==> config.mk <==
export PLATFORM = sky130hd
export DESIGN_NAME = cipher_to_byte_flat
export DESIGN_NICKNAME = d
export VERILOG_FILES = /design/src/rtl/seed_pkg.sv /design/src/rtl/cipher_to_byte_if.sv /design/src/rtl/pin_sync.sv /design/src/rtl/cipher_to_byte.sv /design/src/flat_wrapper.sv
export SDC_FILE = /design/constraint.sdc
export NUM_CORES = 1
export LEC_CHECK = 0
export CORE_MARGIN = 2
export CORE_UTILIZATION = 25
export CTS_BUF_LIST = sky130_fd_sc_hd__clkbuf_8
export CTS_CLUSTER_DIAMETER = 50
export DETAILED_ROUTE_END_ITERATION = 10
export SETUP_SLACK_MARGIN = 0.5
export SLEW_MARGIN = 5
export SYNTH_ARGS = -nofsm -noshare
export SYNTH_HDL_FRONTEND = slang
export SYNTH_HIERARCHICAL = 1
export SYNTH_SLANG_ARGS = --single-unit
==> constraint.sdc <==
create_clock -name clk -period 1.86 [get_ports clk]
set_input_delay 0.372 -clock clk [delete_from_list [all_inputs] [get_ports clk]]
set_output_delay 0.372 -clock clk [all_outputs]
set_load 0.005 [all_outputs]
==> src/rtl/seed_pkg.sv <==
// Shared definitions for the SEED byte-stream front/back ends: block width,
// serializer FSM states and the byte-select helper.
package seed_pkg;

  localparam int BLOCK_W = 128;

  typedef enum logic [1:0] {
    ST_IDLE     = 2'd0,
    ST_SHOW     = 2'd1,
    ST_WAIT_LOW = 2'd2
  } state_e;

  // Byte k counted from the LSB end of a block-wide word.
  function automatic logic [7:0] byte_sel(input logic [BLOCK_W-1:0] blk, input int k);
    return blk[8*k +: 8];
  endfunction

endpackage

==> src/rtl/cipher_to_byte_if.sv <==
// Bundle of the SEED-core input side and the Pi GPIO byte handshake.
// valid/ready: valid_in is a one-cycle offer accepted only when idle; the Pi
// reads part_out while ready=1, raises ack1, and the next byte follows its fall.
interface cipher_to_byte_if
  import seed_pkg::*;
#(
  parameter int NBYTES = 16
);
  logic                  out_en;
  logic                  valid_in;
  logic [8*NBYTES-1:0]   ciphertext;
  logic                  ack1;
  logic                  abort1;
  logic [7:0]            part_out;
  logic                  ready;
  logic                  busy;
  logic                  done;
  logic                  overrun;
  state_e                dbg_state;

  modport slave (
    input  out_en, valid_in, ciphertext, ack1, abort1,
    output part_out, ready, busy, done, overrun, dbg_state
  );

  modport master (
    output out_en, valid_in, ciphertext, ack1, abort1,
    input  part_out, ready, busy, done, overrun, dbg_state
  );
endinterface

==> src/rtl/pin_sync.sv <==
// Multi-flop synchronizer for an asynchronous Pi-driven level, with a
// registered-history rising-edge detect on the synchronized value.
module pin_sync #(
  parameter int STAGES = 2
) (
  input  logic clk,
  input  logic reset,
  input  logic d_i,
  output logic q_o,
  output logic rise_o
);

  logic [STAGES-1:0] sync_q;
  logic              dly_q;

  always_ff @(posedge clk or negedge reset) begin
    if (!reset) begin
      sync_q <= '0;
      dly_q  <= 1'b0;
    end else begin
      sync_q <= {sync_q[STAGES-2:0], d_i};
      dly_q  <= sync_q[STAGES-1];
    end
  end

  assign q_o    = sync_q[STAGES-1];
  assign rise_o = sync_q[STAGES-1] & ~dly_q;

endmodule

==> src/rtl/cipher_to_byte.sv <==
// Serializes one SEED result block into bytes, MSB first, using a four-phase
// ready/ack handshake with the Raspberry Pi GPIO strobes.
module cipher_to_byte
  import seed_pkg::*;
#(
  parameter int NBYTES      = 16,
  parameter int SYNC_STAGES = 2
) (
  input logic              clk,
  input logic              reset,
  cipher_to_byte_if.slave  bus
);

  localparam int               IDX_W    = (NBYTES > 1) ? $clog2(NBYTES) : 1;
  localparam logic [IDX_W-1:0] LAST_IDX = IDX_W'(NBYTES - 1);

  logic ack_s, ack_rise_unused;
  logic abort_s, abort_rise;

  pin_sync #(.STAGES(SYNC_STAGES)) u_ack_sync (
    .clk    (clk),
    .reset  (reset),
    .d_i    (bus.ack1),
    .q_o    (ack_s),
    .rise_o (ack_rise_unused)
  );

  pin_sync #(.STAGES(SYNC_STAGES)) u_abort_sync (
    .clk    (clk),
    .reset  (reset),
    .d_i    (bus.abort1),
    .q_o    (abort_s),
    .rise_o (abort_rise)
  );

  state_e               state_q, state_d;
  logic [IDX_W-1:0]     idx_q, idx_d;
  logic [BLOCK_W-1:0]   blk_q, blk_d;
  logic [7:0]           part_q, part_d;
  logic                 ready_q, ready_d;
  logic                 busy_q, busy_d;
  logic                 done_q, done_d;
  logic                 overrun_q, overrun_d;

  always_ff @(posedge clk or negedge reset) begin
    if (!reset) begin
      state_q   <= ST_IDLE;
      idx_q     <= '0;
      blk_q     <= '0;
      part_q    <= '0;
      ready_q   <= 1'b0;
      busy_q    <= 1'b0;
      done_q    <= 1'b0;
      overrun_q <= 1'b0;
    end else begin
      state_q   <= state_d;
      idx_q     <= idx_d;
      blk_q     <= blk_d;
      part_q    <= part_d;
      ready_q   <= ready_d;
      busy_q    <= busy_d;
      done_q    <= done_d;
      overrun_q <= overrun_d;
    end
  end

  // Outputs are computed as next-state values so every port comes from a flop.
  always_comb begin
    state_d   = state_q;
    idx_d     = idx_q;
    blk_d     = blk_q;
    part_d    = part_q;
    ready_d   = ready_q;
    busy_d    = busy_q;
    done_d    = 1'b0;
    overrun_d = overrun_q;

    if (abort_rise) begin
      state_d = ST_IDLE;
      idx_d   = '0;
      blk_d   = '0;
      part_d  = '0;
      ready_d = 1'b0;
      busy_d  = 1'b0;
    end else if (bus.out_en) begin
      unique case (state_q)
        ST_IDLE: begin
          if (bus.valid_in) begin
            blk_d   = BLOCK_W'(bus.ciphertext);
            idx_d   = '0;
            part_d  = byte_sel(BLOCK_W'(bus.ciphertext), NBYTES - 1);
            ready_d = 1'b1;
            busy_d  = 1'b1;
            state_d = ST_SHOW;
          end
        end
        ST_SHOW: begin
          if (bus.valid_in) overrun_d = 1'b1;
          if (ack_s) begin
            ready_d = 1'b0;
            state_d = ST_WAIT_LOW;
          end
        end
        ST_WAIT_LOW: begin
          if (bus.valid_in) overrun_d = 1'b1;
          if (!ack_s) begin
            if (idx_q == LAST_IDX) begin
              done_d  = 1'b1;
              busy_d  = 1'b0;
              state_d = ST_IDLE;
            end else begin
              idx_d   = idx_q + IDX_W'(1);
              part_d  = byte_sel(blk_q, NBYTES - 2 - int'(idx_q));
              ready_d = 1'b1;
              state_d = ST_SHOW;
            end
          end
        end
        default: state_d = ST_IDLE;
      endcase
    end
  end

  assign bus.part_out  = part_q;
  assign bus.ready     = ready_q;
  assign bus.busy      = busy_q;
  assign bus.done      = done_q;
  assign bus.overrun   = overrun_q;
  assign bus.dbg_state = state_q;

endmodule

==> src/flat_wrapper.sv <==
// flat-port wrapper written by rule: the top's interface ports become plain ports
module cipher_to_byte_flat import seed_pkg::*;
#(
  parameter int NBYTES      = 16,
  parameter int SYNC_STAGES = 2
)
  (clk, reset, bus_out_en, bus_valid_in, bus_ciphertext, bus_ack1, bus_abort1, bus_part_out, bus_ready, bus_busy, bus_done, bus_overrun, bus_dbg_state);
  cipher_to_byte_if #(.NBYTES(NBYTES)) bus_i ();
  input logic clk;
  input logic reset;
  input wire logic [$bits(bus_i.out_en)-1:0] bus_out_en;
  input wire logic [$bits(bus_i.valid_in)-1:0] bus_valid_in;
  input wire logic [$bits(bus_i.ciphertext)-1:0] bus_ciphertext;
  input wire logic [$bits(bus_i.ack1)-1:0] bus_ack1;
  input wire logic [$bits(bus_i.abort1)-1:0] bus_abort1;
  output wire logic [$bits(bus_i.part_out)-1:0] bus_part_out;
  output wire logic [$bits(bus_i.ready)-1:0] bus_ready;
  output wire logic [$bits(bus_i.busy)-1:0] bus_busy;
  output wire logic [$bits(bus_i.done)-1:0] bus_done;
  output wire logic [$bits(bus_i.overrun)-1:0] bus_overrun;
  output wire logic [$bits(bus_i.dbg_state)-1:0] bus_dbg_state;
  assign bus_i.out_en = bus_out_en;
  assign bus_i.valid_in = bus_valid_in;
  assign bus_i.ciphertext = bus_ciphertext;
  assign bus_i.ack1 = bus_ack1;
  assign bus_i.abort1 = bus_abort1;
  assign bus_part_out = bus_i.part_out;
  assign bus_ready = bus_i.ready;
  assign bus_busy = bus_i.busy;
  assign bus_done = bus_i.done;
  assign bus_overrun = bus_i.overrun;
  assign bus_dbg_state = bus_i.dbg_state;
  cipher_to_byte #(.NBYTES(NBYTES), .SYNC_STAGES(SYNC_STAGES)) u_core (.clk(clk), .reset(reset), .bus(bus_i));
endmodule
==> flow_summary.yaml <==
finish:
  finalNonFillerCells: 1388
  fin_nets: 1138
  final_cell_mix: "nand2_4, dfrtp_1, clkdlybuf4s50_1"
  finish.utilization_pct: 50.2
  antenna_cells: 0
  syn2layout_area_growth_pct: 97.8
  drive_above_1_share_pct: 61.0
  layout_commonest_cell: "nand2_4"
power:
  p_leak_nw: 6.08
  ir_drop_uv: 446
  power_density_nw_per_um2: 1190
sta:
  hold_violations: 0
  fin_skew_ns: 0.0167
  fin_crit_sh_pct: 107
  holdWs_ns: 0.360
  grt_setup_unrepaired: "yes"
  setup_slack_ns: -0.133
  tightest_slew_ns: 0.447
  setup_violations: 10
  max_freq_mhz: 502
  maxSlewViolCount: 0
  max_slew_margin_pct: 70.2
  fin_crit_ns: 1.99
  finalSetupTns_ns: -0.662
critical_path:
  cp_slowest_cell: "mux4_2"
  critical-path-top-delay-family: "multiplexers"
  path_buf_inv: 2
  path_max_fanout: 6
  worstPathRequired_ns: 2.19
  end_kind: "flop"
  start_kind: "flop"
  critPathArrivalTime_ns: 2.33
  critPathMaxStageDelay_ns: 0.53
  startpoint: "u_core/idx_q[0]"
  rr_startpoint: "u_core/idx_q[0]"
  path_class: "reg2reg"
  cp_cell_sequence: "buf_4 -> bufbuf_16 -> mux4_2 -> a22oi_2 -> a22o_1 -> o21ai_1"
cts:
  worst_skew_pair.late_latency_ns: 0.46
  clock_path_buffers: 2
  cts_tree: "yes"
  cts.sinks: 151
  cts_buffers: 17
  clockRootBuffer: "clkbuf_8"
  htreeDepth: 4
  path_clk_slew_ns: 0.08
placement:
  dp_hpwl_mm: 16.0
  place.gp.congestion: 0.819
  io_buffers: 147
  placed_cells: 1248
  preCtsSetupSlack_ns: -0.126
drt:
  route.met3.wl_mm: 2.11
  dr.first_iter.drc_count: 614
  wl_mm: 30.6
  vias: 7054
  maxUsedRoutingLayer: "met4"
  drc: 0
  drtAntennaViolNets: 0
  wl_met1_mm: 12.9
  avgRoutedWirePerCell_um: 22.1
  first_pass_iters: 5
  via_per_inst: 5.08
  dr_wl_met2_mm: 14.5
floorplanning:
  row_count: 61
  fp.dieArea_sq_um: 29500
  core_area_sq_um: 27700
  start_util_pct: 25.4
  die_height_um: 172
  io-pin-count: 148
  die_w_um: 172
global_route:
  grt_pass1_wl_mm: 43.0
  grt_usage_pct: 19.8
  overflow: 0
  grt_pass1_vias: 7217
  grt_max_degree: 61
  antenna_found_initial: 0
yosys:
  synth_nets: 870
  netlist_area_sq_um: 7030
  syn_inst: 729
  avgSynthCellArea_sq_um: 9.65
  ys_warn_count: 6
outcome:
  violations: "setup timing"
  outcome: "finished with violations"
job:
  max_cap_viol_count: 0
hold_path:
  hold_class: "reg2reg"
  hold_start: "u_core/u_abort_sync/sync_q[0]"
[per-stage QoR]
stage,instance area (sq um),total power [W]
5_1_grt,13900,0.0171
3_5_place_dp,9370,0.00881
4_1_cts,12800,0.0151
3_3_place_gp,9370,0.00875
6_report,13900,0.0165
2_1_floorplan,7320,0.00713
[timing repair]
action | CTS | global route
hold endpoints to repair | 32 | 0
pin swaps | 215 | 157
endpoints found under the setup margin | 157 | 159
gates cloned | 34 | 4
setup buffers | 57 | 12
hold buffers | 1 | 0
resized for setup | 489 | 230
[path summary, 6_finish.rpt]
check,slack (ns),depth (start not counted),end
setup / recovery,-0.13,6,u_core/bus.part_out[5]
hold / removal,0.36,0,u_core/u_abort_sync/sync_q[1]
setup reg to reg,-0.13,6,u_core/bus.part_out[5]
hold reg to reg,0.36,0,u_core/u_abort_sync/sync_q[1]
max in group asynchronous,0.85,3,u_core/blk_q[17]
min in group asynchronous,0.38,2,u_core/blk_q[34]
[power by group]
part / switching (W) / internal [W]
clock network: 0.00132 / 0.00152
logic: 0.00384 / 0.00484
registers: 0.000867 / 0.00410
[flip-flops by register name (all words and copies together) (netlist names), 2 cells and up]
| register | count |
|---|---|
| u_core/bus.dbg_state | 2 |
| u_core/bus.part_out | 8 |
| u_core/u_ack_sync/sync_q | 2 |
| u_core/idx_q | 4 |
| u_core/blk_q | 128 |
| u_core/u_abort_sync/sync_q | 2 |
[final cells by class]
class / instances / area, sq um
clock buffers: 19 / 262
clock inverters: 13 / 179
fillers: 2245 / 13800
inverters: 8 / 37.5
multi-input cells: 515 / 5190
flip-flops and latches: 151 / 3780
well taps: 378 / 473
repair buffers: 304 / 3990
[per-layer routing]
layer  vias up  global-route usage, %
met4         0                   8.33
li1       3062                      -
met3        83                   5.73
met2       311                   30.5
met5         -                      0
met1      3598                   25.9
Power figures use the tool's default switching activity.
